File: config.mk
export PLATFORM = sky130hd
export DESIGN_NAME = tdm_demux
export DESIGN_NICKNAME = d
export VERILOG_FILES = /design/src/rtl/tdm_demux.sv
export SDC_FILE = /design/constraint.sdc
export NUM_CORES = 1
export LEC_CHECK = 0
export BUFFER_PORTS_ARGS = -buffer_cell sky130_fd_sc_hd__buf_2
export CAP_MARGIN = 10
export CORE_MARGIN = 1
export CORE_UTILIZATION = 45
export DETAILED_ROUTE_END_ITERATION = 6
export HOLD_SLACK_MARGIN = 0.05
export PLACE_DENSITY = 0.76
export SYNTH_ARGS = -nofsm -noshare
export SYNTH_HDL_FRONTEND = slang
export SYNTH_SLANG_ARGS = --single-unit
File: constraint.sdc
create_clock -name clk -period 1.9 [get_ports clk]
set_clock_uncertainty 0.1 [all_clocks]
set_input_delay 0.095 -clock clk [delete_from_list [all_inputs] [get_ports clk]]
set_output_delay 0.095 -clock clk [all_outputs]
set_load 0.005 [all_outputs]
File: src/rtl/tdm_demux.sv
// tdm_demux: receive-side TDM frame demultiplexer.
// Locks to a frame-sync strobe and steers each serial slot of a frame
// to its channel bit. Presents every complete frame as a parallel word
// with a one-cycle valid pulse.
//
// Optional feature: define TDM_DEMUX_PARITY_EN to add a trailing even-parity
// slot to each frame. A frame that fails parity is dropped and parity_err
// pulses.
//
// Ports:
//   clk          system clock, rising edge
//   rst          synchronous active-high reset
//   en           slot strobe; din/fsync sampled only when high
//   din          serial TDM data
//   fsync        frame sync, high together with the slot-0 bit
//   ch_out       last complete frame, bit k = slot k
//   frame_valid  one-cycle pulse when ch_out updates
//   locked       high while locked to the frame boundary
//   sync_err     one-cycle pulse on fsync at a non-zero slot
//   parity_err   one-cycle pulse on bad frame parity (0 without the feature)
module tdm_demux #(
  parameter int unsigned CHANNELS   = 4,
  parameter int unsigned MISS_LIMIT = 2
) (
  input  logic                clk,
  input  logic                rst,
  input  logic                en,
  input  logic                din,
  input  logic                fsync,
  output logic [CHANNELS-1:0] ch_out,
  output logic                frame_valid,
  output logic                locked,
  output logic                sync_err,
  output logic                parity_err
);

`ifdef TDM_DEMUX_PARITY_EN
  localparam int unsigned FLEN = CHANNELS + 1;
`else
  localparam int unsigned FLEN = CHANNELS;
`endif
  localparam int unsigned SLOT_W = $clog2(FLEN);
  localparam int unsigned MISS_W = $clog2(MISS_LIMIT + 1);
  localparam logic [SLOT_W-1:0] LAST_SLOT = SLOT_W'(FLEN - 1);
  localparam logic [SLOT_W-1:0] SLOT_ONE  = SLOT_W'(1);
  localparam logic [MISS_W-1:0] MISS_MAX  = MISS_W'(MISS_LIMIT);

  typedef enum logic {HUNT, LOCKED} state_t;

  state_t              state, state_n;
  logic [SLOT_W-1:0]   slot, slot_n;
  logic [MISS_W-1:0]   miss, miss_n, miss_inc;
  logic [FLEN-1:0]     acc, acc_n;
  logic [FLEN-1:0]     frame_c;
  logic [CHANNELS-1:0] ch_out_n;
  logic                frame_valid_n;
  logic                sync_err_n;
  logic                parity_err_n;

  // State and registered outputs
  always_ff @(posedge clk) begin
    if (rst) begin
      state       <= HUNT;
      slot        <= '0;
      miss        <= '0;
      acc         <= '0;
      ch_out      <= '0;
      frame_valid <= 1'b0;
      locked      <= 1'b0;
      sync_err    <= 1'b0;
    end else begin
      state       <= state_n;
      slot        <= slot_n;
      miss        <= miss_n;
      acc         <= acc_n;
      ch_out      <= ch_out_n;
      frame_valid <= frame_valid_n;
      locked      <= (state_n == LOCKED);
      sync_err    <= sync_err_n;
    end
  end

`ifdef TDM_DEMUX_PARITY_EN
  logic parity_err_q;

  always_ff @(posedge clk) begin
    if (rst) parity_err_q <= 1'b0;
    else     parity_err_q <= parity_err_n;
  end

  assign parity_err = parity_err_q;
`else
  assign parity_err = 1'b0;
`endif

  // Next-state, slot steering and frame completion
  always_comb begin
    state_n       = state;
    slot_n        = slot;
    miss_n        = miss;
    acc_n         = acc;
    ch_out_n      = ch_out;
    frame_valid_n = 1'b0;
    sync_err_n    = 1'b0;
    parity_err_n  = 1'b0;
    miss_inc      = miss + MISS_W'(1);
    frame_c       = acc;
    frame_c[slot] = din;

    if (en) begin
      case (state)
        HUNT: begin
          if (fsync) begin
            state_n = LOCKED;
            slot_n  = SLOT_ONE;
            miss_n  = '0;
            acc_n   = FLEN'(din);
          end
        end
        LOCKED: begin
          if (fsync) begin
            // fsync wins over everything; off-slot fsync realigns and drops the partial frame
            sync_err_n = (slot != '0);
            slot_n     = SLOT_ONE;
            miss_n     = '0;
            acc_n      = FLEN'(din);
          end else if (slot == '0) begin
            // Missing sync: flywheel until MISS_LIMIT consecutive misses
            miss_n = miss_inc;
            if (miss_inc == MISS_MAX) begin
              state_n = HUNT;
              slot_n  = '0;
              acc_n   = '0;
            end else begin
              slot_n = SLOT_ONE;
              acc_n  = FLEN'(din);
            end
          end else if (slot == LAST_SLOT) begin
            slot_n = '0;
            acc_n  = frame_c;
`ifdef TDM_DEMUX_PARITY_EN
            // Even parity over data plus parity slot must XOR to zero
            if (^frame_c) begin
              parity_err_n = 1'b1;
            end else begin
              frame_valid_n = 1'b1;
              ch_out_n      = frame_c[CHANNELS-1:0];
            end
`else
            frame_valid_n = 1'b1;
            ch_out_n      = frame_c;
`endif
          end else begin
            acc_n  = frame_c;
            slot_n = slot + SLOT_ONE;
          end
        end
        default: state_n = HUNT;
      endcase
    end
  end

endmodule

==> flow_metrics.env, run 1 <==
export IMPL_fp_dieH_um=41.5
export IMPL_place_inst=100
export IMPL_path_cells="inv_1 -> ha_1 -> nor2b_1 -> nand2_1 -> mux2i_1"
export IMPL_synth_top_flop_cell="dfxtp_1"
export IMPL_numCtsBuffers=3
export IMPL_synth_compound_area_share_pct=14.9
export IMPL_ant_nets=0
export IMPL_synth_warnings=0
export IMPL_netlist_area_um2=703
export IMPL_use_met1_pct=21.2
export IMPL_critPathCaptureType="register"
export IMPL_fin_ws_ps=265
export IMPL_drv_cap=0
export IMPL_grt_overflow=0
export IMPL_critical_path_class="reg2reg"
export IMPL_cts_hold_buf=4
export IMPL_critPathLaunchType="register"
export IMPL_cpMaxStageDelayCell="dfxtp_1"
export IMPL_rsz0062_at_grt="false"
export IMPL_hp_class="in2reg"
export IMPL_synthDistinctLibCells=27
export IMPL_crit_family="simple AND/OR/NAND/NOR gates"
export IMPL_ys_seq_area_share_pct=39.9
export IMPL_synthSimpleGateAreaFrac_pct=23.8
export IMPL_maxSlewViolCount=0
export IMPL_final_period_utilization_pct=86.1
export IMPL_track_usage_pct=17.6
export IMPL_drc=0
export IMPL_ys_ff_latch=14
export IMPL_drt_pass1_iterations=6
export IMPL_synth_most_common_cell="dfxtp_1"
export IMPL_final_hold_viol_count=0
export IMPL_io_pins=13
export IMPL_p_per_area_nw_per_um2=698
export IMPL_synthAdderAreaFrac_pct=10.7
export IMPL_postCtsSetupBuffers=0
export IMPL_place_congestion=0.807
export IMPL_die_area_um2=1720
export IMPL_status="finished, final reports clean"
export IMPL_cts_root_buf="clkbuf_4"
export IMPL_holdWs_ps=80.2
export IMPL_via_per_inst=5.56
export IMPL_synth_top_cells_by_area="dfxtp_1, ha_1, mux2i_1"
export IMPL_fillerInstances=134
export IMPL_fmax_mhz=612
export IMPL_pre_cts_ws_ps=285
export IMPL_critical_path_max_stage_delay_ps=400
export IMPL_antenna_found_initial=0
export IMPL_min_period_ps=1640
export IMPL_synth_xor_xnor_area_share_pct=0
export IMPL_cts_buffer_depth=2
export IMPL_grt_max_degree=16
export IMPL_synthArstFlopShare_pct=0
export IMPL_clock_sinks=14
export IMPL_synthMuxAreaShare_pct=5.69
export IMPL_grt_pass1_wl_mm=2.34
export IMPL_synth_top_family_by_area="simple AND/OR/NAND/NOR gates"
export IMPL_synth_edf_count=0
export IMPL_setup_violations_final=0
export IMPL_clkTransAtPathRegs_ps=90
export IMPL_path_max_fanout=5
export IMPL_cp_data_arrival_time_ps=1710
export IMPL_critPathBufInv=1
export IMPL_peakVddDrop_mv=0.462
export IMPL_avgRoutedWirePerCell_um=12.9
export IMPL_yosysTopAreaCell="dfxtp_1"
export IMPL_clkLatencyLatePin_ps=290
export IMPL_fp_dieW_um=41.5
export IMPL_p_leak_nw=0.340
export IMPL_syn_num_nets=88
export IMPL_grtUsageMet3_pct=5.22
export IMPL_dp_hpwl_um=978
export IMPL_vias=601
export IMPL_finalSetupTns_ps=0
export IMPL_layout_nets=105
export IMPL_postCtsResizedCells=0
export IMPL_totalWireLength_mm=1.40
export IMPL_area_delta_synth_final_pct=19.0
export IMPL_cts_tree="built"
export IMPL_ys_top_cells_by_count="dfxtp_1, nor2_1, ha_1, a21oi_1, nand2b_1"
export IMPL_numPortBuffers=11
export IMPL_coreArea_um2=1380
export IMPL_drt_iter0_drc=14
export IMPL_use_met2_pct=29.7
export IMPL_synth_top_area_share_pct=39.9
export IMPL_grt_pass1_vias=579
export IMPL_num_rows=13
export IMPL_cp_required_ps=1980
export IMPL_layout_drive_gt1_share_pct=18.3
export IMPL_n_antenna_cell=0
export IMPL_initial_core_util_pct=50.9
export IMPL_finalPower_mw=0.585
export IMPL_avgSynthCellArea_um2=9.13
export IMPL_synthCells=77
export IMPL_top_usage_layer="met2"
export IMPL_cts_max_level=1
export IMPL_layout_cells_non_filler=108
metrics by stage:
step | cell area (um2) | util [%]
after global routing | 837 | 60.5
after CTS | 837 | 60.5
after floorplan | 703 | -
final | 837 | 60.5
after global placement | 761 | 55.0
after detailed placement | 761 | 55.0
power by group:
| part | total [mW] | internal, mW | switching, mW |
|---|---|---|---|
| Clock | 0.220 | 0.117 | 0.103 |
| Sequential | 0.304 | 0.299 | 0.00586 |
| Combinational | 0.0599 | 0.0264 | 0.0335 |
| Total | 0.585 | 0.442 | 0.143 |
worst register-to-register path, cell delays in order (launching register included):
cell     delay (ps)
dfxtp_1         400
inv_1           110
ha_1            250
nor2b_1         320
nand2_1         190
mux2i_1         150
final cells by class:
type                            count  area (um2)  share of cell area (%)
Clock buffer                        4        36.3                    4.33
Inverter                            4        15.0                    1.79
Multi-Input combinational cell     56         392                    46.8
Sequential cell                    14         280                    33.5
Tap cell                           15        18.8                    2.24
Timing Repair Buffer               15        95.1                    11.4
worst paths after layout:
kind / slack [ps] / from / depth (start not counted) / end
setup reg to reg: 260 / slot[0] / 5 / ch_out[3]
hold reg to reg: 380 / ch_out[0] / 2 / ch_out[0]
hold / removal: 80 / en / 3 / state
setup / recovery: 260 / slot[0] / 5 / ch_out[3]
layer usage:
metal / routed length [um] / share of wire, %
met2: 671 / 48
met1: 648 / 46
met4: 19 / 1.4
met5: 0 / 0
met3: 59 / 4.2
flip-flops by register name, indices dropped and copies added, names as in the netlist:
signal and count:
frame_valid 1, ch_out 4, slot 2, sync_err 1
miss 2, state 1, acc 3
cells by family after synthesis:
kind of cell | count (synthesis)
multiplexers | 4
adder cells (fa/ha/maj) | 6
flip-flops | 14
AO/OA/AOI/OAI | 16
AND/OR/NAND/NOR | 29
buffers and inverters | 7
other | 1
cell usage in the layout (no fill, tap or decap), drive strengths merged, types with 3 or more instances in the layout:
cell and n:
nand2 3, ha 6, buf 11, a21oi 5, dlygate4sd3 4, nand3b 4
inv 4, nand3 3, nor2 7, nand2b 5, clkbuf 4, o21ai 3
mux2i 4, dfxtp 14
No activity file was read; power rests on OpenSTA's default activity.
==> run 2, diff against run 1 <==
CELL_PAD_IN_SITES_DETAIL_PLACEMENT = 2   (was unset)
CELL_PAD_IN_SITES_GLOBAL_PLACEMENT = 2   (was unset)
CORE_UTILIZATION = 31   (was 45)
PLACE_DENSITY = 0.83   (was 0.76)
==> flow_metrics.env, run 2 (same netlist as run 1, synthesis figures left out) <==
export IMPL_grt_pass1_vias=679
export IMPL_cp_data_arrival_time_ps=1690
export IMPL_critical_path_class="reg2reg"
export IMPL_top_register="ch_out"
export IMPL_clock_sinks=14
export IMPL_fp_dieW_um=49.6
export IMPL_fp_dieH_um=49.6
export IMPL_antenna_found_initial=0
export IMPL_area_delta_synth_final_pct=21.5
export IMPL_numPortBuffers=11
export IMPL_grt_overflow=0
export IMPL_crit_family="flip-flops"
export IMPL_use_met2_pct=31.1
export IMPL_numCtsBuffers=3
export IMPL_critPathBufInv=1
export IMPL_totalWireLength_mm=1.81
export IMPL_fin_util_pct=41.9
export IMPL_grt_max_degree=16
export IMPL_cts_max_level=1
export IMPL_p_leak_nw=0.339
export IMPL_min_period_ps=1610
export IMPL_drt_iter0_drc=1
export IMPL_via_per_inst=5.11
export IMPL_use_met1_pct=20.2
export IMPL_status="finished, final reports clean"
export IMPL_die_area_um2=2460
export IMPL_hp_class="in2reg"
export IMPL_top_usage_layer="met2"
export IMPL_rsz0062_at_grt="false"
export IMPL_postCtsSetupBuffers=0
export IMPL_drv_cap=0
export IMPL_num_rows=16
export IMPL_track_usage_pct=17.6
export IMPL_largest_reg_flops=4
export IMPL_path_max_fanout=5
export IMPL_peakVddDrop_mv=0.381
export IMPL_clkTransAtPathRegs_ps=90
export IMPL_place_congestion=0.722
export IMPL_cts_tree="built"
export IMPL_dp_hpwl_mm=1.29
export IMPL_setup_violations_final=0
export IMPL_cpMaxStageDelayCell="dfxtp_1"
export IMPL_drc=0
export IMPL_path_cells="inv_1 -> ha_1 -> nor2b_2 -> a21oi_1 -> a311oi_1"
export IMPL_io_pins=13
export IMPL_layout_nets=105
export IMPL_cts_buffer_depth=2
export IMPL_reg_top3="ch_out x4, acc x3"
export IMPL_critical_path_max_stage_delay_ps=400
export IMPL_placed_area_um2=776
export IMPL_grtUsageMet3_pct=3.70
export IMPL_maxSlewViolCount=0
export IMPL_initial_core_util_pct=34.4
export IMPL_final_period_utilization_pct=84.5
export IMPL_layout_commonest_cell="dfxtp_1"
export IMPL_avgRoutedWirePerCell_um=15.1
export IMPL_coreArea_um2=2040
export IMPL_final_cell_mix="dfxtp_1, buf_2, nor2_1"
export IMPL_cp_required_ps=1990
export IMPL_p_per_area_nw_per_um2=684
export IMPL_n_antenna_cell=0
export IMPL_final_area_um2=855
export IMPL_clkLatencyLatePin_ps=280
export IMPL_cts_root_buf="clkbuf_4"
export IMPL_final_hold_viol_count=0
export IMPL_ant_nets=0
export IMPL_critPathLaunchType="register"
export IMPL_holdWs_ps=131
export IMPL_fmax_mhz=623
export IMPL_vias=613
export IMPL_critPathCaptureType="register"
export IMPL_finalSetupTns_ps=0
export IMPL_drt_pass1_iterations=2
export IMPL_grt_pass1_wl_mm=3.21
export IMPL_layout_drive_gt1_share_pct=19.4
-- run 2: cell counts in the layout (fill, tap and decap cells not counted) --
No cell type changed its count.
-- run 2: repair_timing --
item                                    CTS  global route
endpoints found under the setup margin    0             1
endpoints found under the hold margin     4             0
hold buffers                              4             0
gates resized for setup                   0             1
-- run 2: through the flow --
step	total power [mW]	cells	setup WS (ps)
after floorplan	0.348	77	499
after global placement	0.366	112	334
after detailed placement	0.368	112	182
after CTS	0.592	120	144
after global routing	0.617	120	142
final	0.584	120	295
-- run 2: power breakdown --
group	switching, mW	internal [mW]
registers	0.00619	0.299
clock network	0.0990	0.117
logic	0.0370	0.0266
-- run 2: cell type report --
type                            count  area (um2)
Fill cell                         236        1190
Tap cell                           27        33.8
Inverter                            4        15.0
Sequential cell                    14         280
Timing Repair Buffer               15        95.1
Clock buffer                        4        36.3
Multi-Input combinational cell     56         394
-- run 2: routing by layer --
layer	share of wire, %	vias up
met4	1.5	0
met1	47	295
met5	0	-
li1	-	304
met3	2.5	3
met2	49	11
-- run 2: final timing paths --
kind         cells past startpoint         to     from  slack (ps)
max                              5  ch_out[2]  slot[0]         290
min                              3      state       en         130
max reg2reg                      5  ch_out[2]  slot[0]         290
min reg2reg                      2    miss[1]  miss[1]         390
-- run 2: worst min-delay path: stages --
cell	delay, ps
buf_2	160
a22oi_1	120
nor2_1	100
